## src/rtl/sweep_counter.sv

```systemverilog
// Vector index counter: clears to 0, counts up on enable, stops at all ones.
// Latency: count_o is registered, one cycle after clear/enable.
// Backpressure: none; en_i is ignored once last_o is high (no wrap).
// Ports: clk_i, reset_i (async, active high), clear_i, en_i, count_o, last_o.
module sweep_counter #(
  parameter int width_p = 12
) (
  input  logic               clk_i,
  input  logic               reset_i,
  input  logic               clear_i,
  input  logic               en_i,
  output logic [width_p-1:0] count_o,
  output logic               last_o
);

  always_ff @(posedge clk_i or posedge reset_i) begin
    if (reset_i) begin
      count_o <= '0;
    end else if (clear_i) begin
      count_o <= '0;
    end else if (en_i && !last_o) begin
      count_o <= count_o + width_p'(1);
    end
  end

  assign last_o = &count_o;

endmodule

```

## config.mk

```make
export PLATFORM = sky130hd
export DESIGN_NAME = sweep_counter
export DESIGN_NICKNAME = d
export VERILOG_FILES = /design/src/rtl/sweep_counter.sv
export SDC_FILE = /design/constraint.sdc
export NUM_CORES = 1
export LEC_CHECK = 0
export BUFFER_PORTS_ARGS = -buffer_cell sky130_fd_sc_hd__buf_2
export CAP_MARGIN = 40
export CORE_MARGIN = 2
export CORE_UTILIZATION = 45
export CTS_CLUSTER_SIZE = 14
export DETAILED_ROUTE_END_ITERATION = 7
export GPL_TIMING_DRIVEN = 0
export PLACE_DENSITY_LB_ADDON = 0.05
export SLEW_MARGIN = 10
export SYNTH_ARGS = -nofsm -noshare
export SYNTH_HDL_FRONTEND = slang
export SYNTH_SLANG_ARGS = --single-unit
```

## constraint.sdc

```tcl
create_clock -name clk_i -period 1.51 [get_ports clk_i]
set_clock_uncertainty 0.1 [all_clocks]
set_input_delay 0.302 -clock clk_i [delete_from_list [all_inputs] [get_ports clk_i]]
set_output_delay 0.302 -clock clk_i [all_outputs]
set_load 0.05 [all_outputs]
```

# After elaboration in Yosys (flattened, before gate mapping)
# Index checks and enable logic that the tools add are counted.
# word_totals
reg_bits	12
# op_classes
n_reduce_logical	4
mux	2
n_addsub	1
# op_table
op	n
two-way mux 12 bit	2
adder 12 x 1 -> 12 bit (second input constant)	1
AND reduction 12 bit	1
nonzero test 2 bit	1
logical AND 1 bit	1
logical NOT 1 bit	1

# Logic depth before layout (Yosys ltp)
# Gate-level depths: netlist of the first run.
# depth
ltp_word	5
ltp_mapped	5
depth_no_buf	5

# Worst setup path after synthesis of the first run
# No wires, ideal clock.
# synth_path
path_type	flip-flop to output port
start	register count_o[3]
end	output last_o
path_stages_with_launch	4
setup_slack_ns	-1.169
arrival_time_ns	2.277
required_ns	1.108
path_cell_list	dfrtp_1 -> and4_2 -> nand2_1 -> nor3_1
# synth_between
elab_chain_cells	1
# synth_rtl
element	line	rtl
start: declaration	12	output logic [width_p-1:0] count_o,
start signal: assignment	22	count_o <= count_o + width_p'(1);
AND reduction 12 bit	26	assign last_o = &count_o;
end: declaration	13	output logic last_o
# No other way between the ends.

# Worst setup path in the final report of the first run
# layout_path
start	register count_o[6]
end	output last_o
# Same word-level chain as after synthesis.

==> run metrics, run 1 <==
Routed Antenna Nets 0; most common cell after layout, fill and taps aside buf_4; Cell Pwr Density roughly 540 nW/µm²; Buffers on Ports 16; routability cong. about 0.80; Pleak between 0.5 and 0.6 nW; leading register cell type out of synthesis dfrtp_1; Yosys warnings 0; row count 14; Net Sw Frac approximately 28%; CP arrival around 1.3 ns; Syn Std Cell Area 711 µm²; GRT Total Usage between 20% and 30%; Internal approximately 450 µW; share of the synthesized area in the top cell type between 40% and 50%; P_sw about 180 µW; vias in the first global route 690; Largest regs count_o x12; reg2reg end count_o[9]; CP top delay family simple AND/OR/NAND/NOR gates; area delta synth->final 66.2%; startpoint types flip-flop; ant diodes 0; setup violators final 8; CP Capture Type output pin; IR Drop Worst-Case VDD 0.000557 V; crit path capture last_o; fin crit share 114%; DRT iter0 DRCs 23; Critical Path Max Stage Delay ~0.39 ns; drt total wl 2270 µm; DR pass1 iterations 4; clock power share approximately a third; fin crit period 1.72 ns; Critical Path RT ~1.1 ns; DR DRC count 0; H-tree depth 1; clock-pin slew on the worst setup and hold paths around 0.080 ns; simple-gate portion of the synthesized area between 30% and 40%; Yosys top cell by area dfrtp_1; WP buf/inv 1; f_max about 580 MHz; CTS tree yes; syn_area_per_cell 9.60 µm²; max reg flops 12; global route overflow 0; Inserted Clock Buffers 3; largest cells by area after synthesis dfrtp_1 (42%), o41ai_2 (4.6%), a21oi_1 (4.2%), nor2_1 (3.2%), nor3_1 (2.8%); Hold Slack about 0.26 ns; max-cap violations 0; EDFF count, synth 0; synthesized-area fraction occupied by adder cells approximately 1.8%; post-synth cell types 31; max-slew violations 0; Synth Area in XOR/XNOR approximately 3.7%; Gate power share roughly 14%; Synth Register Bits 12; Die ar. approximately 1900 µm²; RR Startpoint count_o[0]; CP Launch Point count_o[6]; asr flop ratio synth 100%; largest net degree at the start of global routing 13; sequential cell fraction of total power around 53%; cells along the critical path and4_4 -> nand2_4 -> nor3_4 -> buf_6; I/O pin count 17; first-pass GRT wire length between 3000 and 4000 µm; via/cell ratio between 5 and 6; worst-path fanout max 4; critical path depth in cells 4; clock buffer depth 2; Synth Area in Compound Gates a little under a fifth; failing checks negative setup slack; Final #Nets around 120; worst-case reg-to-reg path depth 6; Top reg by flops count_o; worst slew pin tran 0.506 ns; HPWL Detailed between 1000 and 1500 µm; Die X 43.7 µm; initial antenna violation count 0; clk_lat worst skew between 0.2 and 0.3 ns; Starting Density a little under half; Critical Setup Path Class reg -> out; die height between 40 and 50 µm; R2R setup slack -0.15 ns; sequential-to-total area share from yosys stat between 40 and 50%; Num Clock Sinks 12; mean routed wirelength per cell approximately 17 µm; share of post-route cells with drive strength above 1 approximately two thirds; Core ar. ~1500 µm²; most frequent cells in the layout buf_4 (15), buf_2 (14), dfrtp_2 (12); Mapped Nets between 70 and 80; worst hold start en_i; Post-Synthesis Cells 74; CTS Root Cell clkbuf_4; largest family of logic cells by synthesized area simple AND/OR/NAND/NOR gates; Hold Path Class in -> reg; Final Power approximately 630 µW; via count between 700 and 800; final hold viol count 0; final worst setup slack -0.212 ns; Slew headroom 66.3%; multiplexer area fraction after synthesis ~1.4%; status complete, but fails checks; slowest CP cell dfrtp_2; RSZ-0062 raised after global routing true
==> per-layer routing <==
metal | part of all wire [%] | global-route usage (%) | up-vias
met3 | 4.3 | 2.50 | 6
met1 | 43 | 29.1 | 381
met4 | 2.4 | 5.45 | 0
li1 | - | - | 360
met2 | 50 | 38.8 | 28
met5 | 0 | 0 | -
==> Yosys cell counts (all sizes together) (2+ instances only) <==
cell and instances:
a21oi 6, a311oi 2, a31o 2, and2 3, and4 3, dfrtp 12
inv 2, nand2 5, nand2b 3, nand3 2, nand3b 2, nand4 3
nor2 6, nor2b 3, nor3 4, o21ai 2, o41ai 2, xnor2 2
==> power groups by stage <==
| stage | logic (mW) | clock network, mW | registers (mW) |
|---|---|---|---|
| floorplan | 0.0248 | 0 | 0.362 |
| global placement | 0.0633 | 0 | 0.343 |
| detailed placement | 0.0644 | 0 | 0.343 |
| CTS | 0.0809 | 0.204 | 0.336 |
| global route | 0.0965 | 0.218 | 0.334 |
| finish | 0.0898 | 0.209 | 0.334 |
==> how the worst min path moves through the flow <==
stage | end | slack (ns) | cells after the start
finish | count_o[1] | 0.26 | 3
global route | count_o[1] | 0.29 | 3
CTS | count_o[1] | 0.28 | 3
detailed placement | count_o[4] | 0.25 | 2
global placement | count_o[4] | 0.24 | 2
floorplan | count_o[0] | 0.07 | 1
==> stage by stage <==
stage | utilization [%] | area (µm²) | worst slack (ns) | setup TNS, ns | cells
2_1_floorplan | - | 777 | -0.233 | -1.17 | 74
4_1_cts | 69.5 | 1030 | -0.178 | -0.683 | 121
6_report | 79.3 | 1180 | -0.212 | -0.751 | 130
3_5_place_dp | 58.9 | 877 | -0.136 | -0.358 | 106
5_1_grt | 79.3 | 1180 | -0.247 | -1.45 | 130
3_3_place_gp | 58.9 | 877 | -0.142 | -0.300 | 106
==> area by class of cell <==
class	count	area, µm²
Multi-Input combinational cell	59	537
Tap cell	16	20.0
Timing Repair Buffer	37	275
Sequential cell	12	315
Clock buffer	3	22.5
Buffer	1	3.75
Inverter	2	7.51
Fill cell	97	308
==> timing repair <==
action                                  CTS  global route
resized for setup                         8            15
hold buffers                              1             0
setup buffers                            11             9
cloned                                    0             0
hold endpoints to repair                 12             0
endpoints found under the setup margin    7            14
pin swaps                                 8             7
==> worst min-delay path: cells and delay by family <==
kind	cells	cell delay, ns
AOI/OAI and AO/OA	2	0.15
buffers and inverters	1	0.15
==> logic make-up (layout without fill, tap and decap cells) <==
logic type / after synthesis / in the layout
AND/OR/NAND/NOR: 37 / 37
AO/OA/AOI/OAI: 17 / 17
flip-flops: 12 / 12
XOR/XNOR: 3 / 3
buffers and inverters: 3 / 43
adder cells (fa/ha/maj): 1 / 1
multiplexers: 1 / 1
Power figures use the tool's default switching activity.
==> run 2: changes to the inputs <==
CORE_UTILIZATION = 50   (was 45)
clock period = 1.9 ns   (was 1.51 ns; I/O delays follow)
==> run 2 against run 1 <==
  * The run now ends clean
  * Count of clock-buffer cells in the layout increased by 1
  * Critical path depth unchanged
  * Combinational power decreased by 38%
  * Critical path type unchanged
  * Critical endpoint unchanged
==> run metrics, run 2 (synthesized netlist as in run 1, its figures left out) <==
routability cong. 0.779 (was 0.796); Hold Path Class in -> async (was in -> reg); placed cell count 105 (was 106); post-layout instance area 937 µm² (was 1180 µm²); via count 680 (was 775); GRT Total Usage 20.3% (was 22.2%); Starting Density 53.9% (was 47.7%); global route overflow 0 (unchanged); Largest regs count_o x12 (unchanged); RSZ-0062 raised after global routing false (was true); f_max 541 MHz; DR DRC count 0 (unchanged); CTS tree yes (unchanged); setup TNS 0 ns (was -0.751 ns); final worst setup slack 0.0508 ns (was -0.212 ns); IR Drop Worst-Case VDD 0.000495 V (was 0.000557 V); most common cell after layout, fill and taps aside buf_2 (was buf_4); max-cap violations 0 (unchanged); largest net degree at the start of global routing 13 (unchanged); Buffers on Ports 16 (unchanged); mean routed wirelength per cell 14.7 µm (was 17.5 µm); DRT iter0 DRCs 22 (was 23); status finished clean (was complete, but fails checks); setup violators final 0 (was 8); DR pass1 iterations 4 (unchanged); CTS Root Cell clkbuf_4 (unchanged); Final #Nets 106 (was 121); clock buffer depth 2 (unchanged); Num Clock Sinks 12 (unchanged); CP arrival 1.37 ns (was 1.32 ns); clock-pin slew on the worst setup and hold paths 0.08 ns (about the same); Cell Pwr Density 569 nW/µm² (was 536 nW/µm²); worst slew pin tran 0.495 ns (was 0.506 ns); worst-path fanout max 6 (was 4); Post-DP Area 836 µm² (was 877 µm²); max-slew violations 0 (unchanged); Critical Setup Path Class reg -> out (unchanged); Top reg by flops count_o (unchanged); cells along the critical path and4_4 -> nand2_1 -> nor3_4 -> buf_6 (was and4_4 -> nand2_4 -> nor3_4 -> buf_6); first-pass GRT wire length 2690 µm (was 3130 µm); I/O pin count 17 (unchanged); startpoint types flip-flop (unchanged); area delta synth->final 31.9% (was 66.2%); Die X 41.7 µm (was 43.7 µm); worst-case reg-to-reg path depth 5 (was 6); slowest CP cell dfrtp_2 (unchanged); Critical Path Max Stage Delay 0.42 ns (was 0.39 ns); Routed Antenna Nets 0 (unchanged); ant diodes 0 (unchanged); die height 41.7 µm (was 43.7 µm); Critical Path RT 1.42 ns (was 1.11 ns); number of fill cells 105 (was 97); row count 13 (was 14); R2R setup slack 0.19 ns (was -0.15 ns); Inserted Clock Buffers 3 (unchanged); WP buf/inv 1 (unchanged); reg2reg end count_o[5] (was count_o[9]); RR Startpoint count_o[8] (was count_o[0]); H-tree depth 1 (unchanged); max reg flops 12 (unchanged); Finished Layout Cells 115 (was 130); initial antenna violation count 0 (unchanged); most frequent cells in the layout buf_2 (15), dfrtp_2 (10), nor2_1 (6), a21oi_1 (6), buf_4 (6) (was buf_4 (15), buf_2 (14), dfrtp_2 (12)); via/cell ratio 5.91 (was 5.96); CP top delay family simple AND/OR/NAND/NOR gates (unchanged); final hold viol count 0 (unchanged); HPWL Detailed 1120 µm (was 1170 µm); Core ar. 1320 µm² (was 1490 µm²); share of post-route cells with drive strength above 1 47.0% (was 65.8%); Slew headroom 66.9% (was 66.3%); fin crit share a little over nine tenths; vias in the first global route 610 (was 690); fin crit period between 1.5 and 2 ns; clk_lat worst skew 0.28 ns (about the same); CP Capture Type output pin (unchanged); Place WS 0.180 ns (was -0.136 ns); drt total wl 1690 µm (was 2270 µm); Die ar. 1740 µm² (was 1910 µm²); Pleak 0.442 nW (was 0.557 nW)
==> run 2: timing repair <==
| item | in CTS | in global routing |
|---|---|---|
| pin swaps | 0 | 1 |
| setup buffers | 2 | 4 |
| setup endpoints to repair | 1 | 1 |
| resized for setup | 2 | 3 |
| hold buffers | 0 | 0 |
==> run 2: worst register-to-register path, stage by stage (launching register included) <==
cell and delay, ns:
dfrtp_2 0.43, buf_4 0.16, and3_1 0.18, a41oi_1 0.40, a21oi_1 0.12, a31o_2 0.22
==> run 2: worst max path at each step <==
stage	from	endpoint	slack, ns	cells after the start
global placement	count_o[0]	count_o[5]	0.18	5
finish	count_o[4]	last_o	0.05	4
global route	count_o[4]	last_o	0.005	4
detailed placement	count_o[0]	count_o[5]	0.18	5
floorplan	count_o[1]	last_o	0.0005	3
CTS	count_o[5]	last_o	0.005	4
==> run 2: per-stage QoR <==
step | hold WS, ns | power (mW) | utilization (%)
6_report | 0.00818 | 0.533 | 71.1
5_1_grt | 0.0456 | 0.553 | 71.1
4_1_cts | 0.0127 | 0.535 | 67.8
3_5_place_dp | 0.319 | 0.320 | 63.4
3_3_place_gp | 0.314 | 0.319 | 63.4
2_1_floorplan | 0.144 | 0.304 | -
==> run 2: metal layers <==
layer / track usage, % / vias to the layer above / part of all wire (%)
met5: 0 / - / 0
met4: 10.3 / 0 / 0.71
met3: 2.61 / 2 / 4.4
met2: 31.9 / 25 / 48
met1: 27.1 / 319 / 47
li1: - / 334 / -
==> run 2: final cells by class <==
type	instances	area (µm²)	share of cell area [%]
Tap cell	15	18.8	2.00
Sequential cell	12	313	33.4
Clock buffer	4	36.3	3.87
Buffer	1	3.75	0.401
Multi-Input combinational cell	59	427	45.5
Timing Repair Buffer	22	131	14.0
Inverter	2	7.51	0.801
==> run 2: power breakdown <==
group          internal, mW  switching [mW]
Clock                 0.117          0.0952
Sequential            0.260         0.00564
Combinational        0.0172          0.0385
==> run 3: changes to the inputs <==
ABC_AREA = 1   (was unset)
CORE_UTILIZATION = 55   (was 50)
CTS_BUF_LIST = sky130_fd_sc_hd__clkbuf_4   (was unset)
CTS_CLUSTER_SIZE = 40   (was 14)
==> run 3 against run 2 <==
  * First-iteration DRC count down 55%
  * Via count increased by 17%
  * Synthesized cell count is 47% higher
  * Die area grew 2.3%
  * Global-route usage is 2.7 points higher
  * Count of clock-buffer cells in the layout fell by 1
  * Sequential cell count did not move
  * Total power is 5.3% lower
  * Worst setup slack got worse by 0.010 ns
==> run metrics, run 3 <==
status finished clean (unchanged); ant diodes 0 (unchanged); area delta synth->final 22.5% (was 31.9%); drt total wl 1860 µm (was 1690 µm); sequential-to-total area share from yosys stat 37.4% (was 42.3%); final hold viol count 0 (unchanged); sequential cell fraction of total power 53.0% (was 49.8%); post-synth cell types 21 (was 31); DRT iter0 DRCs 10 (was 22); Final #Nets 138 (was 106); clock-pin slew on the worst setup and hold paths 0.08 ns (about the same); largest net degree at the start of global routing 13 (unchanged); fin crit share 97.9% (was 97.3%); via/cell ratio 5.46 (was 5.91); CTS tree yes (unchanged); cells along the critical path ha_4 -> nand2_2 -> nor2_4 -> nand3_4 -> clkinvlp_4 -> buf_8 (was and4_4 -> nand2_1 -> nor3_4 -> buf_6); Post-Synthesis Cells 109 (was 74); die height 42.2 µm (was 41.7 µm); Internal 357 µW (was 394 µW); CTS Root Cell clkbuf_4 (unchanged); vias in the first global route 676 (was 610); Cell Pwr Density 514 nW/µm² (was 569 nW/µm²); IR Drop Worst-Case VDD 0.000449 V (was 0.000495 V); clock power share 31.6% (was 39.7%); Mapped Nets 114 (was 79); setup violators final 0 (unchanged); slowest CP cell dfrtp_2 (unchanged); DR pass1 iterations 4 (unchanged); first-pass GRT wire length 3110 µm (was 2690 µm); Critical Setup Path Class reg -> out (unchanged); largest cells by area after synthesis dfrtp_1 (37%), nand2_1 (19%), nand3_1 (7.5%), nor2_1 (5.6%), inv_1 (4.2%) (was dfrtp_1 (42%), o41ai_2 (4.6%), a21oi_1 (4.2%), nor2_1 (3.2%), nor3_1 (2.8%)); f_max 538 MHz (was 541 MHz); fin crit period 1.86 ns (was 1.85 ns); Yosys warnings 0 (unchanged); Post-DP Area 912 µm² (was 836 µm²); Critical Path RT 1.42 ns (about the same); Starting Density 60.1% (was 53.9%); commonest cells in the netlist nand2_1 (40), dfrtp_1 (12), nand3_1 (12), nor2_1 (12), inv_1 (9) (was dfrtp_1 (12), a21oi_1 (6), nor2_1 (6), nand2_1 (5), nor3_1 (4)); clock buffer depth 2 (unchanged); clk_lat worst skew 0.28 ns (about the same); most frequent cells in the layout nand2_1 (39), buf_2 (15), nand3_1 (12), nor2_1 (12), inv_1 (8) (was buf_2 (15), dfrtp_2 (10), nor2_1 (6), a21oi_1 (6), buf_4 (6)); worst slew pin tran 0.491 ns (was 0.495 ns); Routed Antenna Nets 0 (unchanged); GRT Total Usage 23.0% (was 20.3%); Die ar. 1780 µm² (was 1740 µm²); max reg flops 12 (unchanged); initial antenna violation count 0 (unchanged); CP Capture Type output pin (unchanged); row count 13 (unchanged); share of the synthesized area in the top cell type 37.4% (was 42.3%); HPWL Detailed 1220 µm (was 1120 µm); Synth Register Bits 12 (unchanged); startpoint types flip-flop (unchanged); Num Clock Sinks 12 (unchanged); Yosys top cell by area dfrtp_1 (unchanged); number of fill cells 107 (was 105); leading register cell type out of synthesis dfrtp_1 (unchanged); mean routed wirelength per cell 12.7 µm (was 14.7 µm); Top reg by flops count_o (unchanged); post-layout instance area 982 µm² (was 937 µm²); Place WS 0.141 ns (was 0.180 ns); Core ar. 1330 µm² (was 1320 µm²); Inserted Clock Buffers 3 (unchanged); global route overflow 0 (unchanged); Net Sw Frac 29.4% (was 26.1%); routability cong. 0.857 (was 0.779); Buffers on Ports 16 (unchanged); Pleak 0.464 nW (was 0.442 nW); most common cell after layout, fill and taps aside nand2_1 (was buf_2); Syn Std Cell Area 802 µm² (was 711 µm²); share of post-route cells with drive strength above 1 30.5% (was 47.0%); H-tree depth 1 (unchanged); CP arrival 1.38 ns (was 1.37 ns); max-cap violations 0 (unchanged); Gate power share 15.4% (was 10.4%); Largest regs count_o x12 (unchanged); syn_area_per_cell 7.36 µm² (was 9.60 µm²); top-count cell post-synth nand2_1 (was dfrtp_1); I/O pin count 17 (unchanged); worst-path fanout max 4 (was 6); final worst setup slack 0.0407 ns (was 0.0508 ns); DR DRC count 0 (unchanged); P_sw 148 µW (was 139 µW); Die X 42.2 µm (was 41.7 µm); via count 797 (was 680); asr flop ratio synth 100% (unchanged); Critical Path Max Stage Delay 0.43 ns (was 0.42 ns); Slew headroom 67.2% (was 66.9%); Hold Path Class in -> async (unchanged); max-slew violations 0 (unchanged); EDFF count, synth 0 (unchanged)
[run 3: final cells by class]
class | instances | area [µm²] | area share (%)
clock buffers | 3 | 22.5 | 2.29
flip-flops and latches | 12 | 308 | 31.3
repair buffers | 19 | 113 | 11.5
well taps | 15 | 18.8 | 1.91
multi-input cells | 86 | 463 | 47.1
inverters | 11 | 57.6 | 5.86
[run 3: timing repair]
item	4_1_cts	5_1_grt
buffers inserted	3	0
gates resized for setup	5	1
pin swaps	1	1
setup endpoints to repair	1	1
hold buffers	0	0
[run 3: worst paths after layout]
path                            cells past startpoint          end  slack, ns        from
worst max-delay path                                6       last_o       0.04  count_o[0]
min in group clk_i                                  3  count_o[11]       0.34        en_i
max in group asynchronous                           2   count_o[2]       1.33     reset_i
worst max register to register                      7   count_o[9]       0.43  count_o[0]
worst min-delay path                                2  count_o[10]      0.007     reset_i
worst min register to register                      2   count_o[8]       0.46  count_o[8]
[run 3: critical path, delay by kind of cell (launching register included)]
family	cells	cell delay, ns
flip-flops	1	0.43
AND/OR/NAND/NOR	3	0.26
buffers and inverters	2	0.25
adder cells (fa/ha/maj)	1	0.17
[run 3: metrics by stage]
stage,power (mW),cells,hold WS (ns),util (%),TNS [ns]
floorplan,0.321,109,0.144,-,0
global placement,0.340,140,0.311,68.4,0
CTS,0.502,146,0.0233,72.9,0
detailed placement,0.341,140,0.319,68.4,0
global route,0.521,146,0.0560,73.6,-0.00224
finish,0.505,146,0.00725,73.6,0
[run 3: power groups by stage]
stage / Clock (mW) / Combinational [mW] / Sequential (mW)
final: 0.160 / 0.0777 / 0.267
after global routing: 0.167 / 0.0859 / 0.268
after CTS: 0.160 / 0.0759 / 0.265
after detailed placement: 0 / 0.0686 / 0.272
after global placement: 0 / 0.0680 / 0.272
after floorplan: 0 / 0.0306 / 0.291
[run 3: cell families (layout without fill, tap and decap cells)]
family / count (synthesis) / after routing / synth area share [%]
xor+xnor: 4 / 4 / 4.37
simple gates: 75 / 75 / 46.2
buf+inv: 11 / 33 / 6.71
fa+ha+maj: 1 / 1 / 1.56
compound gates: 6 / 6 / 3.74
flops: 12 / 12 / 37.4
[run 3: metal layers]
metal | part of all wire [%] | up-vias | wire length (µm) | GRT usage, %
met3 | 6.1 | 5 | 114 | 2.59
met4 | 1.9 | 0 | 35 | 9.38
met5 | 0 | - | 0 | 0
met1 | 45 | 370 | 831 | 32.1
met2 | 47 | 33 | 881 | 36.0
li1 | - | 389 | - | -
